==> src/rtl/hd44780_framebuf.sv <==
// Writable HD44780 character shadow buffer: cursor-based host write port,
// DDRAM-addressed registered read port and per-row dirty flags.
module hd44780_framebuf #(
  parameter int         ROWS = 2,
  parameter int         COLS = 16,
  parameter logic [7:0] FILL = 8'h20
) (
  input  logic            clk,
  input  logic            rst_n,
  input  logic            wr_valid,
  output logic            wr_ready,
  input  logic [7:0]      wr_data,
  input  logic            pos_valid,
  input  logic [1:0]      pos_row,
  input  logic [5:0]      pos_col,
  input  logic            clr_start,
  output logic            busy,
  output logic [1:0]      cur_row,
  output logic [5:0]      cur_col,
  input  logic [6:0]      rd_addr,
  output logic [7:0]      rd_data,
  output logic [ROWS-1:0] dirty,
  input  logic [ROWS-1:0] dirty_clr
);

  localparam int         CELLS    = ROWS * COLS;
  localparam int         AW       = (CELLS > 1) ? $clog2(CELLS) : 1;
  localparam logic [6:0] LAST_IDX = 7'(CELLS - 1);
  localparam logic [6:0] NCOLS    = 7'(COLS);
  localparam logic [5:0] NCOLS6   = 6'(COLS);
  localparam logic [5:0] LAST_COL = 6'(COLS - 1);
  localparam logic [1:0] LAST_ROW = 2'(ROWS - 1);
  localparam logic [2:0] NROWS    = 3'(ROWS);

  typedef enum logic {S_CLEAR, S_IDLE} state_t;

  state_t          state, state_d;
  logic [6:0]      clr_idx, clr_idx_d;
  logic [1:0]      row_d;
  logic [5:0]      col_d;
  logic [ROWS-1:0] dirty_d;
  logic [ROWS-1:0] row_mask;
  logic [6:0]      cur_idx;
  logic            we;
  logic [6:0]      waddr;
  logic [7:0]      wdata;
  logic [7:0]      mem [CELLS];

  logic [5:0]      rd_off_p0;
  logic [1:0]      rd_row_p0;
  logic [5:0]      rd_col_p0;
  logic            rd_hit_p0;
  logic [6:0]      rd_idx_p0;

  assign busy     = (state == S_CLEAR);
  assign wr_ready = !busy;
  assign cur_idx  = 7'(cur_row) * NCOLS + 7'(cur_col);
  assign row_mask = ROWS'(1) << cur_row;

  always_comb begin
    state_d   = state;
    clr_idx_d = clr_idx;
    row_d     = cur_row;
    col_d     = cur_col;
    dirty_d   = dirty & ~dirty_clr;
    we        = 1'b0;
    waddr     = clr_idx;
    wdata     = FILL;
    case (state)
      S_CLEAR: begin
        we = 1'b1;
        if (clr_start) begin
          clr_idx_d = '0;
          dirty_d   = '1;
        end else if (clr_idx == LAST_IDX) begin
          state_d   = S_IDLE;
          clr_idx_d = '0;
          row_d     = '0;
          col_d     = '0;
        end else begin
          clr_idx_d = clr_idx + 7'd1;
        end
      end
      S_IDLE: begin
        if (clr_start) begin
          state_d   = S_CLEAR;
          clr_idx_d = '0;
          dirty_d   = '1;
        end else if (pos_valid) begin
          // Out-of-range positions are dropped, and so is any write this cycle.
          if (({1'b0, pos_row} < NROWS) && (pos_col < NCOLS6)) begin
            row_d = pos_row;
            col_d = pos_col;
          end
        end else if (wr_valid) begin
          we      = 1'b1;
          waddr   = cur_idx;
          wdata   = wr_data;
          dirty_d = dirty_d | row_mask;
          if (cur_col < LAST_COL) begin
            col_d = cur_col + 6'd1;
          end else begin
            col_d = '0;
            row_d = (cur_row == LAST_ROW) ? 2'd0 : cur_row + 2'd1;
          end
        end
      end
    endcase
  end

  always_ff @(posedge clk) begin
    if (!rst_n) begin
      state   <= S_CLEAR;
      clr_idx <= '0;
      cur_row <= '0;
      cur_col <= '0;
      dirty   <= '1;
    end else begin
      state   <= state_d;
      clr_idx <= clr_idx_d;
      cur_row <= row_d;
      cur_col <= col_d;
      dirty   <= dirty_d;
    end
  end

  always_ff @(posedge clk) begin
    if (we && rst_n) mem[waddr[AW-1:0]] <= wdata;
  end

  // DDRAM decode: bit 6 selects rows 1/3, offsets past COLS select rows 2/3.
  assign rd_off_p0 = rd_addr[5:0];

  always_comb begin
    rd_hit_p0 = 1'b0;
    rd_row_p0 = '0;
    rd_col_p0 = '0;
    if (rd_off_p0 < NCOLS6) begin
      rd_row_p0 = {1'b0, rd_addr[6]};
      rd_col_p0 = rd_off_p0;
      rd_hit_p0 = !rd_addr[6] || (ROWS >= 2);
    end else if ((ROWS == 4) && ({1'b0, rd_off_p0} < 7'(2 * COLS))) begin
      rd_row_p0 = {1'b1, rd_addr[6]};
      rd_col_p0 = rd_off_p0 - NCOLS6;
      rd_hit_p0 = 1'b1;
    end
  end

  assign rd_idx_p0 = 7'(rd_row_p0) * NCOLS + 7'(rd_col_p0);

  // ---- stage p1: registered read, old data wins on a same-cycle write ----
  always_ff @(posedge clk) begin
    if (!rst_n) rd_data <= FILL;
    else        rd_data <= rd_hit_p0 ? mem[rd_idx_p0[AW-1:0]] : FILL;
  end

endmodule

==> config.mk <==
export PLATFORM = sky130hd
export DESIGN_NAME = hd44780_framebuf
export DESIGN_NICKNAME = d
export VERILOG_FILES = /design/src/rtl/hd44780_framebuf.sv
export SDC_FILE = /design/constraint.sdc
export NUM_CORES = 1
export LEC_CHECK = 0
export BUFFER_PORTS_ARGS = -buffer_cell sky130_fd_sc_hd__buf_4
export CAP_MARGIN = 5
export CORE_MARGIN = 2
export CORE_UTILIZATION = 55
export CTS_BUF_LIST = sky130_fd_sc_hd__clkbuf_8
export DETAILED_ROUTE_END_ITERATION = 8
export PLACE_DENSITY = 0.72
export SYNTH_ARGS = -nofsm -noshare
export SYNTH_HDL_FRONTEND = slang
export SYNTH_SLANG_ARGS = --single-unit
export TNS_END_PERCENT = 1
==> constraint.sdc <==
create_clock -name clk -period 6.97 [get_ports clk]
set_input_delay 1.0455 -clock clk [delete_from_list [all_inputs] [get_ports clk]]
set_output_delay 1.0455 -clock clk [all_outputs]
set_load 0.02 [all_outputs]
==> run metrics, run 1 <==
outcome=finished clean; CP max FO=66; final instance area=13100 um2; Post-CTS Setup Repair Bufs=0; clock-pin transition on the worst setup and hold timing paths=0.06 ns; Clock Latency Late Sink=0.55 ns; RSZ-0062 raised after global routing=no; clock network power share=40.8%; top cell type's share of synthesized area=65.9%; slowest stage cell, crit path=buf_4; Area growth, synth to finish=12.3%; Synth Flop Type=edfxtp_1; die width=150 um; CP bufs+invs=2; Sequential Power Share=55.4%; proportion of layout cells with a drive suffix above 1=17.4%; DRC viols=0; post-synthesis mux area share=8.71%; antenna violations before repair=0; num rows=53; sw frac=20.8%; Final nets=884; main area contributors after synthesis=edfxtp_1, mux2i_1, dfxtp_1; Core Region=20900 um2; die area=22400 um2; CTS tree=done; yosys warns=0; WL final=26400 um; CTS Sinks=282; most frequent cells in the layout=edfxtp_1, nor2_1, mux2i_1; post-synthesis simple-gate area fraction=9.07%; Post-DP Area=12200 um2; routed via count divided by cell count=6.21; Mapped Cells=798; Seq cells post-synth=282; Syn Nets=830; H-Tree Depth=2; post-CTS sizing=0; Sw Pwr=0.000687 W; Post-synth EDFFs=256; Max-cap violations=0; I/O Pins=50; asr flop ratio synth=0%; most common cell after layout, fill and taps aside=edfxtp_1; average wire per standard cell=22.8 um; PwrDens=252 nW/um2; total track usage=23.7%; largest net degree at the start of global routing=67; largest family of logic cells by synthesized area=simple AND/OR/NAND/NOR gates; Port-buffer cells=49; XOR/XNOR Fraction of Synth Area=0.375%; Final setup viols=0; Netlist cell types=67; WP data arrival=3.82 ns; initial DRC count=768; final worst path period share=49.0%; clk buf depth=3; post-synthesis sequential area ratio=70.4%; Final Skew=0.0248 ns; setup TNS=0 ns; compound-cell area share of the yosys netlist=8.99%; final hold viol count=0; critical path class=input pin to flip-flop; critical path's largest stage delay=0.84 ns; Initial Util=55.8%; max-slew violation count=0; Adder-Cell Fraction of Synth Area=0.215%; Antenna diodes=0; First-pass DRT Iterations=5; VDD IR-drop max=171 uV; worst-margin pin slew=1.27 ns; Hold-fix buffers, CTS=0; number of CTS-inserted buffers=43; P_leak=4.24 nW; synthesized area=11700 um2; Root Driver=clkbuf_8; global-route wire length before repair=39600 um; Pint=0.00262 W; die height=150 um; GRT overflow=0; Vias=7207; syn avg cell area=14.6 um2; min Tclk post-route=3.41 ns; post-synth top area cell=edfxtp_1; routability congestion estimate=0.815; cell breakdown of the critical path=buf_4, buf_4, mux4_2, nand2b_1, o2111ai_1, nand3_1, or4_1; crit-path leading delay family=buffers and inverters; CP endpoint kind=flip-flop; Worst Hold Class=flip-flop to flip-flop; combinational share of power=3.8%; Startpoint Class=input pin; FMAX=0.293 GHz; post-DP HPWL=16600 um; most frequent CP cell=buf_4; number of global-route vias before repair=7086; worst path required time=7.38 ns; max_slew headroom=15.4%; Routed Antenna Nets=0
-- synthesized netlist by cell type, drive strengths merged, types with 3 or more instances --
master / count
edfxtp: 256
or4b: 3
a21oi: 36
and2: 10
nor2b: 5
nand3: 10
o21ai: 25
mux2: 18
o32ai: 4
o22ai: 3
o211ai: 17
xnor2: 3
a22oi: 6
or3b: 5
buf: 21
nand2b: 8
nor3b: 13
mux2i: 61
o221ai: 7
nand2: 47
a21boi: 3
nor2: 65
a32o: 3
o21bai: 3
inv: 12
o22a: 9
dfxtp: 26
nand4: 12
or2: 4
clkbuf: 29
mux4: 9
nand3b: 5
a41o: 3
o32a: 3
and3: 6
a31oi: 9
nor3: 7
a211o: 4
-- state kept, by name, summed over array words and instances, names as in the netlist --
register  flops
dirty         2
wr_ready      1
cur_row       2
rd_data       8
cur_col       6
mem         256
clr_idx       7
-- worst register-to-register path, cell delays in order (launching register included) --
cell and delay [ns]:
dfxtp_1 0.67, and4bb_2 0.64, nor3b_1 0.27, o21ai_1 0.32
nor2_1 0.80
-- final timing paths --
check / from / end / slack, ns / depth (start not counted)
worst max-delay path: rd_addr[0] / rd_data[5]$_SDFF_PN1_ / 3.56 / 7
worst min-delay path: dirty[0]$_SDFF_PN1_ / dirty[0]$_SDFF_PN1_ / 0.48 / 2
worst max register to register: wr_ready$_SDFF_PN0_ / mem[0][3]$_DFFE_PP_ / 3.90 / 4
worst min register to register: dirty[0]$_SDFF_PN1_ / dirty[0]$_SDFF_PN1_ / 0.48 / 2
-- final cells by class --
class	instances	area, um2
Clock buffer	48	661
Clock inverter	31	199
Fill cell	1531	7790
Inverter	12	45.0
Multi-Input combinational cell	454	3200
Sequential cell	282	8210
Tap cell	275	344
Timing Repair Buffer	59	443
-- per-layer routing --
layer | vias up | track usage (%) | routed length, um
met1 | 3580 | 32.0 | 10500
met4 | 0 | 9.43 | 748
met3 | 50 | 4.88 | 2310
met5 | - | 0 | 0
li1 | 3210 | - | -
met2 | 367 | 38.0 | 12800
-- cell families (layout without fill, tap and decap cells) --
| kind of cell | Yosys count | count (layout) |
|---|---|---|
| AND/OR/NAND/NOR | 207 | 207 |
| buffers and inverters | 62 | 150 |
| adder cells (fa/ha/maj) | 2 | 2 |
| flip-flops | 282 | 282 |
| multiplexers | 88 | 88 |
| AO/OA/AOI/OAI | 152 | 152 |
| XOR/XNOR | 5 | 5 |
-- metrics by stage --
stage                     hold WS, ns  cells  util, %  setup WS (ns)  power, W
after floorplan                 0.472    798        -           3.94   0.00195
after global placement          0.448   1082     58.6           3.10   0.00199
after detailed placement        0.462   1082     58.6           3.07   0.00199
after CTS                       0.484   1161     62.7           3.63   0.00331
after global routing            0.512   1161     62.7           3.51   0.00340
final                           0.477   1161     62.7           3.56   0.00330
-- power groups by stage --
stage / Combinational (W) / Clock, W / Sequential [W]
after global routing: 0.000134 / 0.00144 / 0.00183
after CTS: 0.000125 / 0.00136 / 0.00183
final: 0.000126 / 0.00135 / 0.00183
after floorplan: 0.0000802 / 0 / 0.00187
after global placement: 0.000122 / 0 / 0.00186
after detailed placement: 0.000124 / 0 / 0.00186
(Power assumes the default switching activity.)
==> inputs of run 2 (changes only) <==
--- a/config.mk
+++ b/config.mk
@@ -11,7 +11,7 @@
 export CORE_UTILIZATION = 55
 export CTS_BUF_LIST = sky130_fd_sc_hd__clkbuf_8
 export DETAILED_ROUTE_END_ITERATION = 8
-export PLACE_DENSITY = 0.72
+export PLACE_DENSITY = 0.75
 export SYNTH_ARGS = -nofsm -noshare
 export SYNTH_HDL_FRONTEND = slang
 export SYNTH_SLANG_ARGS = --single-unit
==> constraint.sdc (replaced) <==
create_clock -name clk -period 3 [get_ports clk]
set_input_delay 0.45 -clock clk [delete_from_list [all_inputs] [get_ports clk]]
set_output_delay 0.45 -clock clk [all_outputs]
set_load 0.02 [all_outputs]
==> run 2 against run 1 <==
- count of clock-buffer cells in the layout stayed put
- total power is 130% higher
- sequential share of layout area is 1.1 points lower
- non-clock buffer count is 34 higher
- clock skew hardly changed
- global-route usage is 0.096 points higher
- flip-flop and latch count stayed put
- final area is 1.8% higher
- clock power is 120% higher
- worst setup slack worse by 3.1 ns
- final cell count is 2.7% higher
==> run metrics, run 2 (synthesized netlist as in run 1, its figures left out) <==
setup TNS=0 ns; Sequential Power Share=56.2%; die width=150 um; post-CTS sizing=0; num rows=53; Pint=0.00599 W; CTS tree=done; Final setup viols=0; # fillers=1503; die height=150 um; Initial Util=55.8%; largest net degree at the start of global routing=71; GRT overflow=0; post-DP HPWL=16800 um; proportion of layout cells with a drive suffix above 1=20.6%; WP data arrival=2.67 ns; FF-to-FF End=mem[18][5]$_DFFE_PP_; VDD IR-drop max=366 uV; most frequent CP cell=nor2_1; Hold-fix buffers, CTS=0; H-Tree Depth=2; most frequent cells in the layout=edfxtp_1, buf_4, nor2_1; worst-margin pin slew=0.817 ns; final hold slack=0.191 ns; power consumption=0.00756 W; Hold Path End=dirty[0]$_SDFF_PN1_; total track usage=23.8%; CTS Sinks=282; worst path required time=3.16 ns; DRC viols=0; FMAX=0.398 GHz; Final nets=918; number of CTS-inserted buffers=43; clk buf depth=3; Routed Antenna Nets=0; Final Skew=0.0251 ns; First-pass DRT Iterations=9; setup ws final=0.486 ns; final hold viol count=0; PwrDens=567 nW/um2; Post-CTS Setup Repair Bufs=0; cell breakdown of the critical path=and4bb_2, nor2_1, a21oi_1, nand2_1, nor2_1; WL final=26100 um; Sw Pwr=0.00157 W; Antenna diodes=0; die area=22400 um2; sw frac=20.8%; pre-CTS setup slack=0.188 ns; combinational share of power=3.8%; global-route wire length before repair=40300 um; max FFs per register=256; Worst Hold Class=input pin to flip-flop; Hold Path Stages=3; routed via count divided by cell count=6.07; I/O Pins=50; P_leak=5.10 nW; Util after Layout=63.8%; worst reg2reg startpoint=wr_ready$_SDFF_PN0_; Core Region=20900 um2; initial DRC count=805; number of global-route vias before repair=7190; max_slew headroom=45.3%; Worst R2R Path Depth=5; Root Driver=clkbuf_8; slowest stage cell, crit path=nor2_1; critical path class=flip-flop to flip-flop; critical path's largest stage delay=0.67 ns; Area growth, synth to finish=14.3%; clock network power share=40.0%; RSZ-0062 raised after global routing=no; Clock Latency Late Sink=0.55 ns; R2R setup slack=0.49 ns; Startpoint Class=flip-flop; max-slew violation count=0; most common cell after layout, fill and taps aside=edfxtp_1; Max-cap violations=0; average wire per standard cell=21.9 um; min Tclk post-route=2.51 ns; Port-buffer cells=49; CP endpoint kind=flip-flop; clock-pin transition on the worst setup and hold timing paths=0.06 ns; outcome=finished clean; worst hold start=wr_valid; routability congestion estimate=0.850; final worst path period share=83.8%; Multi-input gate area=3200 um2; antenna violations before repair=0; CP max FO=27; Vias=7234; Storage cell area=8210 um2
## run 2: worst max-delay path by stage
stage	startpoint	endpoint	slack [ns]	depth (start not counted)
floorplan	pos_valid	mem[28][0]$_DFFE_PP_	0.56	8
global placement	pos_valid	mem[18][1]$_DFFE_PP_	0.32	6
detailed placement	pos_valid	mem[18][6]$_DFFE_PP_	0.19	6
CTS	wr_ready$_SDFF_PN0_	mem[18][5]$_DFFE_PP_	0.52	5
global route	wr_ready$_SDFF_PN0_	mem[18][7]$_DFFE_PP_	0.34	5
finish	wr_ready$_SDFF_PN0_	mem[18][5]$_DFFE_PP_	0.49	5
## run 2: per-layer routing
metal | routed length [um] | vias up | global-route usage [%]
met5 | 0 | - | 0
met4 | 484 | 0 | 6.38
met3 | 2270 | 38 | 3.84
met2 | 12800 | 403 | 40.0
met1 | 10500 | 3518 | 32.5
li1 | - | 3275 | -
## run 2: critical path, delay by kind of cell (launching register included)
kind / cells / cell delay [ns]
flops: 1 / 0.34
compound gates: 1 / 0.29
simple gates: 4 / 1.51
## run 2: power by group through the flow
stage          logic (W)  registers [W]  clock network, W
2_1_floorplan   0.000184        0.00433                 0
3_3_place_gp    0.000277        0.00433                 0
3_5_place_dp    0.000286        0.00433                 0
4_1_cts         0.000287        0.00424           0.00306
5_1_grt         0.000310        0.00424           0.00321
6_report        0.000290        0.00425           0.00303
## run 2: final cells by class
cell class / instances / area share [%]
Timing Repair Buffer: 93 / 5.33
Inverter: 12 / 0.338
Multi-Input combinational cell: 454 / 24.0
Tap cell: 275 / 2.58
Clock buffer: 48 / 4.96
Clock inverter: 28 / 1.23
Sequential cell: 282 / 61.6
## run 2: stage by stage
stage,instance area [um2],instances
final,13300,1192
after global placement,12500,1116
after global routing,13300,1192
after CTS,13300,1192
after floorplan,11700,798
after detailed placement,12500,1116
